### src/rtl/ias_pkg.sv
// Shared types for the ias accumulator core: opcode and FSM state enums plus decode helpers.
// Latency: n/a (types and pure functions only).
// Backpressure: n/a.
package ias_pkg;

  localparam int OPC_W = 4;

  typedef enum logic [OPC_W-1:0] {
    OP_NOP   = 4'h0,
    OP_LOAD  = 4'h1,
    OP_STORE = 4'h2,
    OP_ADD   = 4'h3,
    OP_SUB   = 4'h4,
    OP_JMP   = 4'h5,
    OP_JZ    = 4'h6,
    OP_JC    = 4'h7,
    OP_HALT  = 4'hF
  } opcode_t;

  typedef enum logic [2:0] {
    S_IDLE,
    S_FETCH,
    S_FETCH_W,
    S_DECODE,
    S_OPER,
    S_HALT
  } state_t;

  // Map the raw opcode field onto the enum; unassigned encodings collapse to NOP
  // so the FSM never has to reason about them.
  function automatic opcode_t decode_opc(input logic [OPC_W-1:0] field);
    case (field)
      4'h1:    return OP_LOAD;
      4'h2:    return OP_STORE;
      4'h3:    return OP_ADD;
      4'h4:    return OP_SUB;
      4'h5:    return OP_JMP;
      4'h6:    return OP_JZ;
      4'h7:    return OP_JC;
      4'hF:    return OP_HALT;
      default: return OP_NOP;
    endcase
  endfunction

  // Instructions that need a second memory access (operand read) before completing.
  function automatic logic is_mem_op(input opcode_t op);
    return (op == OP_LOAD) || (op == OP_ADD) || (op == OP_SUB);
  endfunction

endpackage

### src/rtl/ias_mem.sv
// Single-port instruction/data RAM with registered read (read-before-write on collision).
// Latency: rdata valid one clk after addr is presented; write lands on the same edge.
// Backpressure: none; accepts one access every cycle.
// Ports: clk; we/addr/wdata write+address port; rdata registered read data.
module ias_mem
  import ias_pkg::*;
#(
  parameter int DATA_W = 16,
  parameter int ADDR_W = 8
) (
  input  logic              clk,
  input  logic              we,
  input  logic [ADDR_W-1:0] addr,
  input  logic [DATA_W-1:0] wdata,
  output logic [DATA_W-1:0] rdata
);

  logic [DATA_W-1:0] mem [2**ADDR_W];

  // No reset: program contents survive core reset.
  always_ff @(posedge clk) begin
    if (we) mem[addr] <= wdata;
    rdata <= mem[addr];
  end

endmodule

### src/rtl/ias_core_p.sv
// Parametrised fetch/decode/execute accumulator core owning its RAM; IDLE/HALT accept program loads.
// Latency: LOAD/ADD/SUB 4 cycles, other instructions 3 cycles; halted rises the cycle after HALT decodes.
// Backpressure: none; prog_we is silently dropped while busy=1.
// Ports: clk, reset (sync, active-high); start; prog_we/prog_addr/prog_wdata load port;
//        ac_out, pc_out, busy, halted, carry status. Optional macro IAS_CARRY_EN enables the
//        carry flag and JC; without it carry is tied 0 and JC is a NOP. Requires DATA_W >= ADDR_W+4.
module ias_core_p
  import ias_pkg::*;
#(
  parameter int DATA_W = 16,
  parameter int ADDR_W = 8
) (
  input  logic              clk,
  input  logic              reset,
  input  logic              start,
  input  logic              prog_we,
  input  logic [ADDR_W-1:0] prog_addr,
  input  logic [DATA_W-1:0] prog_wdata,
  output logic [DATA_W-1:0] ac_out,
  output logic [ADDR_W-1:0] pc_out,
  output logic              busy,
  output logic              halted,
  output logic              carry
);

  state_t            state, state_n;
  logic [DATA_W-1:0] ir;
  logic [DATA_W-1:0] ac;
  logic [ADDR_W-1:0] pc;
  opcode_t           opc;
  logic [ADDR_W-1:0] operand;

  logic              fsm_we;
  logic [ADDR_W-1:0] fsm_addr;
  logic              mem_we;
  logic [ADDR_W-1:0] mem_addr;
  logic [DATA_W-1:0] mem_wdata;
  logic [DATA_W-1:0] mem_rdata;

  assign opc     = decode_opc(ir[DATA_W-1 -: OPC_W]);
  assign operand = ir[ADDR_W-1:0];

  // Bits between the opcode and operand fields carry no meaning.
  localparam int IGN_W = DATA_W - OPC_W - ADDR_W;
  generate
    if (IGN_W > 0) begin : g_ign
      logic ir_unused;
      assign ir_unused = ^ir[DATA_W-OPC_W-1:ADDR_W];
    end
  endgenerate

`ifdef IAS_CARRY_EN
  logic carry_q;
  assign carry = carry_q;
`else
  assign carry = 1'b0;
`endif

  // State register plus registered status decodes (glitch-free busy/halted).
  always_ff @(posedge clk) begin
    if (reset) begin
      state  <= S_IDLE;
      busy   <= 1'b0;
      halted <= 1'b0;
    end else begin
      state  <= state_n;
      busy   <= (state_n != S_IDLE) && (state_n != S_HALT);
      halted <= (state_n == S_HALT);
    end
  end

  always_comb begin
    state_n  = state;
    fsm_we   = 1'b0;
    fsm_addr = pc;
    case (state)
      S_IDLE:    if (start) state_n = S_FETCH;
      S_FETCH:   state_n = S_FETCH_W;
      S_FETCH_W: state_n = S_DECODE;
      S_DECODE: begin
        fsm_addr = operand;
        if (is_mem_op(opc)) begin
          state_n = S_OPER;
        end else if (opc == OP_HALT) begin
          state_n = S_HALT;
        end else begin
          fsm_we  = (opc == OP_STORE);
          state_n = S_FETCH;
        end
      end
      S_OPER:    state_n = S_FETCH;
      S_HALT:    if (start) state_n = S_FETCH;
      default:   state_n = S_IDLE;
    endcase
  end

  // The load port owns the RAM whenever the core is parked; reset blocks every write,
  // including a STORE caught in DECODE.
  assign mem_we    = !reset && (busy ? fsm_we : prog_we);
  assign mem_addr  = busy ? fsm_addr : prog_addr;
  assign mem_wdata = busy ? ac : prog_wdata;

  ias_mem #(
    .DATA_W(DATA_W),
    .ADDR_W(ADDR_W)
  ) u_mem (
    .clk  (clk),
    .we   (mem_we),
    .addr (mem_addr),
    .wdata(mem_wdata),
    .rdata(mem_rdata)
  );

  always_ff @(posedge clk) begin
    if (reset) begin
      pc <= '0;
      ac <= '0;
      ir <= '0;
`ifdef IAS_CARRY_EN
      carry_q <= 1'b0;
`endif
    end else begin
      case (state)
        S_HALT: if (start) pc <= '0;
        S_FETCH_W: begin
          ir <= mem_rdata;
          pc <= pc + ADDR_W'(1);
        end
        S_DECODE: begin
          case (opc)
            OP_JMP: pc <= operand;
            OP_JZ:  if (ac == '0) pc <= operand;
`ifdef IAS_CARRY_EN
            OP_JC:  if (carry_q) pc <= operand;
`endif
            default: ;
          endcase
        end
        S_OPER: begin
          case (opc)
            OP_LOAD: ac <= mem_rdata;
`ifdef IAS_CARRY_EN
            // The extra MSB of the widened sum/difference is carry-out / borrow.
            OP_ADD:  {carry_q, ac} <= {1'b0, ac} + {1'b0, mem_rdata};
            OP_SUB:  {carry_q, ac} <= {1'b0, ac} - {1'b0, mem_rdata};
`else
            OP_ADD:  ac <= ac + mem_rdata;
            OP_SUB:  ac <= ac - mem_rdata;
`endif
            default: ;
          endcase
        end
        default: ;
      endcase
    end
  end

  assign ac_out = ac;
  assign pc_out = pc;

endmodule

### config.mk
export PLATFORM = sky130hd
export DESIGN_NAME = ias_core_p
export DESIGN_NICKNAME = d
export VERILOG_FILES = /design/src/rtl/ias_pkg.sv /design/src/rtl/ias_mem.sv /design/src/rtl/ias_core_p.sv
export SDC_FILE = /design/constraint.sdc
export NUM_CORES = 2
export LEC_CHECK = 0
export ABC_CLOCK_PERIOD_IN_PS = 8460
export BUFFER_PORTS_ARGS = -buffer_cell sky130_fd_sc_hd__buf_4
export CORE_UTILIZATION = 35
export CTS_CLUSTER_SIZE = 30
export DETAILED_ROUTE_END_ITERATION = 7
export GPL_TIMING_DRIVEN = 0
export SLEW_MARGIN = 20
export SYNTH_ARGS = -nofsm -noshare
export SYNTH_HDL_FRONTEND = slang
export SYNTH_HIERARCHICAL = 1
export SYNTH_MEMORY_MAX_BITS = 65536
export SYNTH_SLANG_ARGS = --single-unit
export TNS_END_PERCENT = 50
### constraint.sdc
create_clock -name clk -period 8.46 [get_ports clk]
set_input_delay 0.846 -clock clk [delete_from_list [all_inputs] [get_ports clk]]
set_output_delay 0.846 -clock clk [all_outputs]
set_load 0.01 [all_outputs]
Word-level counts from Yosys, hierarchy flattened

Memories as Yosys holds them, arrays and structs flattened. A register that Yosys moved wholly into a read port is not among the register bits.
Cells that the tools add are included.
Widths: inputs -> output; s select.

Flip-flop bits (word level): 45
Bits in latches: 0
Memory bits (writable): 4096
Bits in read-only memories: 64
Input bits: 28
Output and inout port bits: 27
Logic and storage cells: 61
Memories: 2

Add/sub/neg operators: 3
$mul: 0
Div/mod/pow operators: 0
Magnitude comparators: 0
Equal/unequal tests: 17
Shifts and indexed selects: 0
Muxes and demuxes: 20
Bitwise logic cells: 0
Reductions and logical operators: 13

Memory list:

| name            | depth | bits a word | read ports | clocked after Yosys merged registers in | wr ports | line          | text |
|---|---|---|---|---|---|---|---|
| u_mem.mem       | 256   | 16          | 1          | 1                                       | 1        | ias_mem.sv:18 | `logic [DATA_W-1:0] mem [2**ADDR_W];` |
| (no name shown) | 16    | 4           | 1          | 1                                       | 0        | ias_pkg.sv:32 | `case (field)` |

Operators by type and width:

| kind                | number |
|---|---|
| $pmux 16 s3         | 1 |
| $mux 8              | 4 |
| $pmux 8 s3          | 1 |
| $add 16x16->16      | 1 |
| $logic_not 16->1    | 1 |
| $mux 16             | 1 |
| $pmux 8 s2          | 1 |
| $sub 16x16->16      | 1 |
| $pmux 3 s5          | 1 |
| $eq 4x3->1 const B  | 3 |
| $eq 3x3->1 const B  | 3 |
| $mux 3              | 3 |
| $reduce_bool 3->1   | 3 |
| $add 8x1->8 const B | 1 |
| $eq 4x2->1 const B  | 2 |
| $mux 4              | 2 |
| $eq 3x2->1 const B  | 2 |
| $mux 1              | 6 |
| $ne 3x3->1 const B  | 2 |
| $eq 4x1->1 const B  | 1 |
| $eq 4x4->1 const B  | 1 |
| $reduce_and 4->1    | 1 |
| $eq 3x1->1 const B  | 1 |
| $logic_not 3->1     | 1 |
| other kinds (7)     | 9 |

Depth between registers and ports, before layout

Depth in word-level cells: 9
Mapped depth: 15
Depth with buffers taken out: 13

Hierarchy

Netlist, hierarchy kept.

By module, submodules not included:

| module     | instances | cells each | area an instance (µm²) | sequential area each (µm²) |
|---|---|---|---|---|
| ias_mem    | 1         | 6727       | 155399.0               | 123318.3 |
| ias_core_p | 1         | 462        | 3529.6                 | 900.9 |

Least setup slack after synthesis

OpenSTA, ideal clock, no wires.

Kind: register -> register
Start: register busy
End: memory u_mem.mem[145][0] (enable)
Data arrival time: 3.388 ns
Required time: 8.051 ns
Path slack: 4.662 ns
Cell stages (with the launch flop): 12
Buffers on the path: 7
Clock period less this slack: 3.798 ns
Cells stage by stage: dfxtp_1 -> clkbuf_1 -> clkbuf_1 -> nor2_1 -> a21oi_1 -> clkbuf_1 -> buf_6 -> clkbuf_1 -> buf_2 -> nand2b_1 -> clkbuf_1 -> nor3_1

RTL lines:

| element                | line              | text |
|---|---|---|
| from (decl)            | ias_core_p.sv:21  | `output logic busy,` |
| from (signal assigned) | ias_core_p.sv:67  | `busy <= (state_n != S_IDLE) && (state_n != S_HALT);` |
| $mux 8                 | ias_core_p.sv:100 | `assign mem_addr = busy ? fsm_addr : prog_addr;` |
| via mem_addr[0]        | ias_core_p.sv:36  | `logic [ADDR_W-1:0] mem_addr;` |
| to (decl)              | ias_mem.sv:18     |  |

The timed path passes the listed nets, and every way through them passes these cells.

Worst setup path after layout

Start: register busy
End: memory u_mem.mem[92][10] (enable)

The elaborated chain is that of the path after synthesis.

==> metrics.txt <==
synth warn 6; IO Pins 55; nature of the critical path startpoint flip-flop; CTS sink count between 4000 and 5000; setup repair after global routing missed its margin no; Clock power frac 36.1%; Max Clock Skew 70.35 ps; die extent in x 675.9 um; # fillers 39074; die boundary height approximately 680 um; most frequent standard cell in the layout excluding fill and tap cells sky130_fd_sc_hd__edfxtp_1; number of iterations in the first detailed-routing pass 7; Power Density roughly 280 nW/um2; largest net degree at the start of global routing 121; overall overflow remaining after global route 0; Post-Syn Area per Cell between 20 and 25 um2; DRC violations left 0; count of maximum capacitance violations 0; starting density of the core around a third; WL per Instance ~33 um; final worst slack 747.4 ps; sequential power share 45.3%; final setup TNS 0 ps; number of antenna violations at the first check in global routing 34; kind of critical path reg2reg; sum of routed wire length over all layers 466400 um; Std-Cell Rows approximately 250; reported leakage power between 0.05 and 0.06 uW; final RePlAce weighted congestion 0.9251; Final Max Slew Viols 0; pin slew with the least headroom to its limit about 1300 ps; Via Count 82482; kind of end point of the critical path flip-flop; Max Fclk 129.7 MHz; cell-internal power roughly 37000 uW; EDFF count, synth approximately 4100; hold buffer count at cts 0; Max rail drop VDD between 0.15 and 0.2 mV; number of setup buffers added after CTS 0; fraction of layout instances using a drive strength above 1 between 30% and 40%; CTS tree built; number of library cell types mapped by synthesis 62; total routing usage reported by global routing about a fifth; FFs w/ async S/R, synth 0%; Post-CTS Resized 0; maximum net fanout on the critical path 10; net count reported at finish between 8000 and 9000; Slew Limit Headroom 9.743%; placeable core region between 400000 and 500000 um2; violation count after the first detailed-route iteration between 10000 and 15000; number of buffers on the longest clock path 4; Post-Syn Instances just over 7000; register bit count reported by yosys about 4200; share of total power consumed by net switching between 20 and 30%; antenna-violating nets left 0; CP Data Required Time between 9000 and 10000 ps; nets in the synthesized netlist 7235; number of clock buffers inserted by TritonCTS roughly 420; fraction of the yosys area taken by sequential cells between 70% and 80%; fin crit period ~7700 ps; Die Outline Area approximately 460000 um2; commonest cells after routing, fill and taps aside sky130_fd_sc_hd__edfxtp_1, sky130_fd_sc_hd__mux4_2, sky130_fd_sc_hd__a22oi_1, sky130_fd_sc_hd__clkbuf_16, sky130_fd_sc_hd__a21oi_1; H-tree depth 5; global-route wire length before repair 640500 um; primary flip-flop cell chosen by synthesis mapping sky130_fd_sc_hd__edfxtp_1; fraction of power consumed by combinational cells 18.7%; Syn Std Cell Area roughly 160000 um2; class of the most critical hold timing path in2reg; via count of the first global-routing pass about 81000; count of input and output buffers 53; cell at the root of the clock tree sky130_fd_sc_hd__clkbuf_16; crit share post-route 91.17%; HPWL after detailed placement between 300000 and 400000 um; Fin. Hold Viols 0; Setup-failing EPs final 0; outcome complete, no violations; detailed-route vias per instance about 5.7; pre-CTS setup slack 1052 ps; Net Sw Power 14390 uW; register clock-pin slew on the reported worst setup and hold paths roughly 70 ps; Area growth, synth to finish 17.49%; clk_lat worst skew 1000 ps; Critical Path AT ~8400 ps
metrics by stage:
stage | total power [uW] | hold WS [ps] | cells | util (%) | area [um2]
after floorplan | 29100 | 431.9 | 7189 | - | 158900
after global placement | 33040 | 467.7 | 13218 | 36.87 | 166800
after detailed placement | 33260 | 460.3 | 13556 | 38.19 | 172800
after CTS | 51690 | 120.4 | 14329 | 41.24 | 186600
after global routing | 52850 | 173.5 | 14333 | 41.26 | 186700
final | 51610 | 184.8 | 14348 | 41.27 | 186700
state kept, by name, summed over array words and instances, names as in the netlist:
register / cells
u_mem/mem: 4096
ac_out: 16
u_mem/rdata: 16
ir: 12
pc_out: 8
opc: 4
state: 3
busy: 1
halted: 1
worst paths after layout:
path                 startpoint                     endpoint  slack, ps  cells past startpoint
max             busy$_SDFF_PP0_  u_mem/mem[92][10]$_DFFE_PP_        750                     14
min                       reset          ir[15]$_SDFFE_PP0P_        180                      2
max reg2reg     busy$_SDFF_PP0_  u_mem/mem[92][10]$_DFFE_PP_        750                     14
min reg2reg  ir[4]$_SDFFE_PP0P_           ir[4]$_SDFFE_PP0P_        480                      2
cell usage after synthesis (4+ instances only):
master | instances | area (um2)
sky130_fd_sc_hd__nand4_1 | 18 | 112.6
sky130_fd_sc_hd__clkbuf_1 | 264 | 991.0
sky130_fd_sc_hd__nand3_1 | 25 | 125.1
sky130_fd_sc_hd__ha_1 | 17 | 212.7
sky130_fd_sc_hd__nor2b_1 | 9 | 56.30
sky130_fd_sc_hd__buf_6 | 28 | 315.3
sky130_fd_sc_hd__nand2b_1 | 11 | 68.82
sky130_fd_sc_hd__a21oi_1 | 322 | 1612
sky130_fd_sc_hd__nor4_1 | 7 | 43.79
sky130_fd_sc_hd__o41ai_1 | 65 | 569.3
sky130_fd_sc_hd__buf_1 | 55 | 206.5
sky130_fd_sc_hd__a31oi_1 | 9 | 56.30
sky130_fd_sc_hd__nand2_1 | 89 | 334.1
sky130_fd_sc_hd__nor2_1 | 267 | 1002
sky130_fd_sc_hd__nor3_1 | 38 | 190.2
sky130_fd_sc_hd__o21ai_1 | 5 | 25.02
sky130_fd_sc_hd__buf_4 | 20 | 150.1
sky130_fd_sc_hd__and3_1 | 7 | 43.79
sky130_fd_sc_hd__xnor2_1 | 27 | 236.5
sky130_fd_sc_hd__dfxtp_1 | 61 | 1221
sky130_fd_sc_hd__mux2_2 | 16 | 180.2
sky130_fd_sc_hd__o21ai_0 | 18 | 90.09
sky130_fd_sc_hd__inv_1 | 17 | 63.81
sky130_fd_sc_hd__xor2_1 | 5 | 43.79
sky130_fd_sc_hd__edfxtp_1 | 4096 | 123000
sky130_fd_sc_hd__o31ai_1 | 4 | 30.03
sky130_fd_sc_hd__a22oi_1 | 513 | 3851
sky130_fd_sc_hd__or3_1 | 5 | 31.28
sky130_fd_sc_hd__o22ai_1 | 5 | 31.28
sky130_fd_sc_hd__mux4_2 | 1024 | 23060
sky130_fd_sc_hd__and2_1 | 4 | 25.02
sky130_fd_sc_hd__mux2i_1 | 15 | 150.1
sky130_fd_sc_hd__a211o_1 | 4 | 35.03
sky130_fd_sc_hd__buf_2 | 79 | 395.4
power groups by stage:
stage	Clock (uW)	Combinational, uW	Sequential [uW]
after detailed placement	0	9450	23800
after floorplan	0	5250	23800
final	18600	9630	23400
after global placement	0	8980	24100
after CTS	18800	9480	23400
after global routing	19600	9900	23400
kinds of logic after synthesis:
family          synth area share [%]
compound gates                 4.062
xor+xnor                      0.1866
fa+ha+maj                     0.1464
buf+inv                        1.338
flops                          78.16
mux                            14.72
other cells                 0.002360
simple gates                   1.386
layer usage:
layer | vias up | GRT usage (%) | wire length [um]
li1 | 32391 | - | -
met1 | 44299 | 27.60 | 180100
met2 | 4958 | 29.89 | 208200
met3 | 834 | 5.084 | 53950
met4 | 0 | 9.085 | 24070
met5 | - | 0 | 0
critical path: stages (launching register included):
cell and delay (ps):
sky130_fd_sc_hd__dfxtp_1 330, sky130_fd_sc_hd__clkbuf_1 360, sky130_fd_sc_hd__clkbuf_1 610, sky130_fd_sc_hd__nor2_1 160, sky130_fd_sc_hd__a21oi_1 780, sky130_fd_sc_hd__clkbuf_1 510
sky130_fd_sc_hd__and2_1 210, sky130_fd_sc_hd__clkbuf_2 500, sky130_fd_sc_hd__clkbuf_2 610, sky130_fd_sc_hd__clkbuf_1 700, sky130_fd_sc_hd__nand3_1 860, sky130_fd_sc_hd__clkbuf_4 590
sky130_fd_sc_hd__buf_12 260, sky130_fd_sc_hd__nor2_2 590, sky130_fd_sc_hd__buf_6 240
layout make-up:
class	instances	area, um2	share of cell area, %
Sequential cell	4157	124200	66.53
Antenna cell	17	42.54	0.02278
Timing Repair Buffer	393	5169	2.768
Clock buffer	502	10930	5.854
Tap cell	5976	7477	4.005
Clock inverter	271	2859	1.531
Buffer	447	2163	1.159
Inverter	17	63.81	0.03417
Multi-Input combinational cell	2568	33790	18.10
Power figures use the tool's default switching activity.
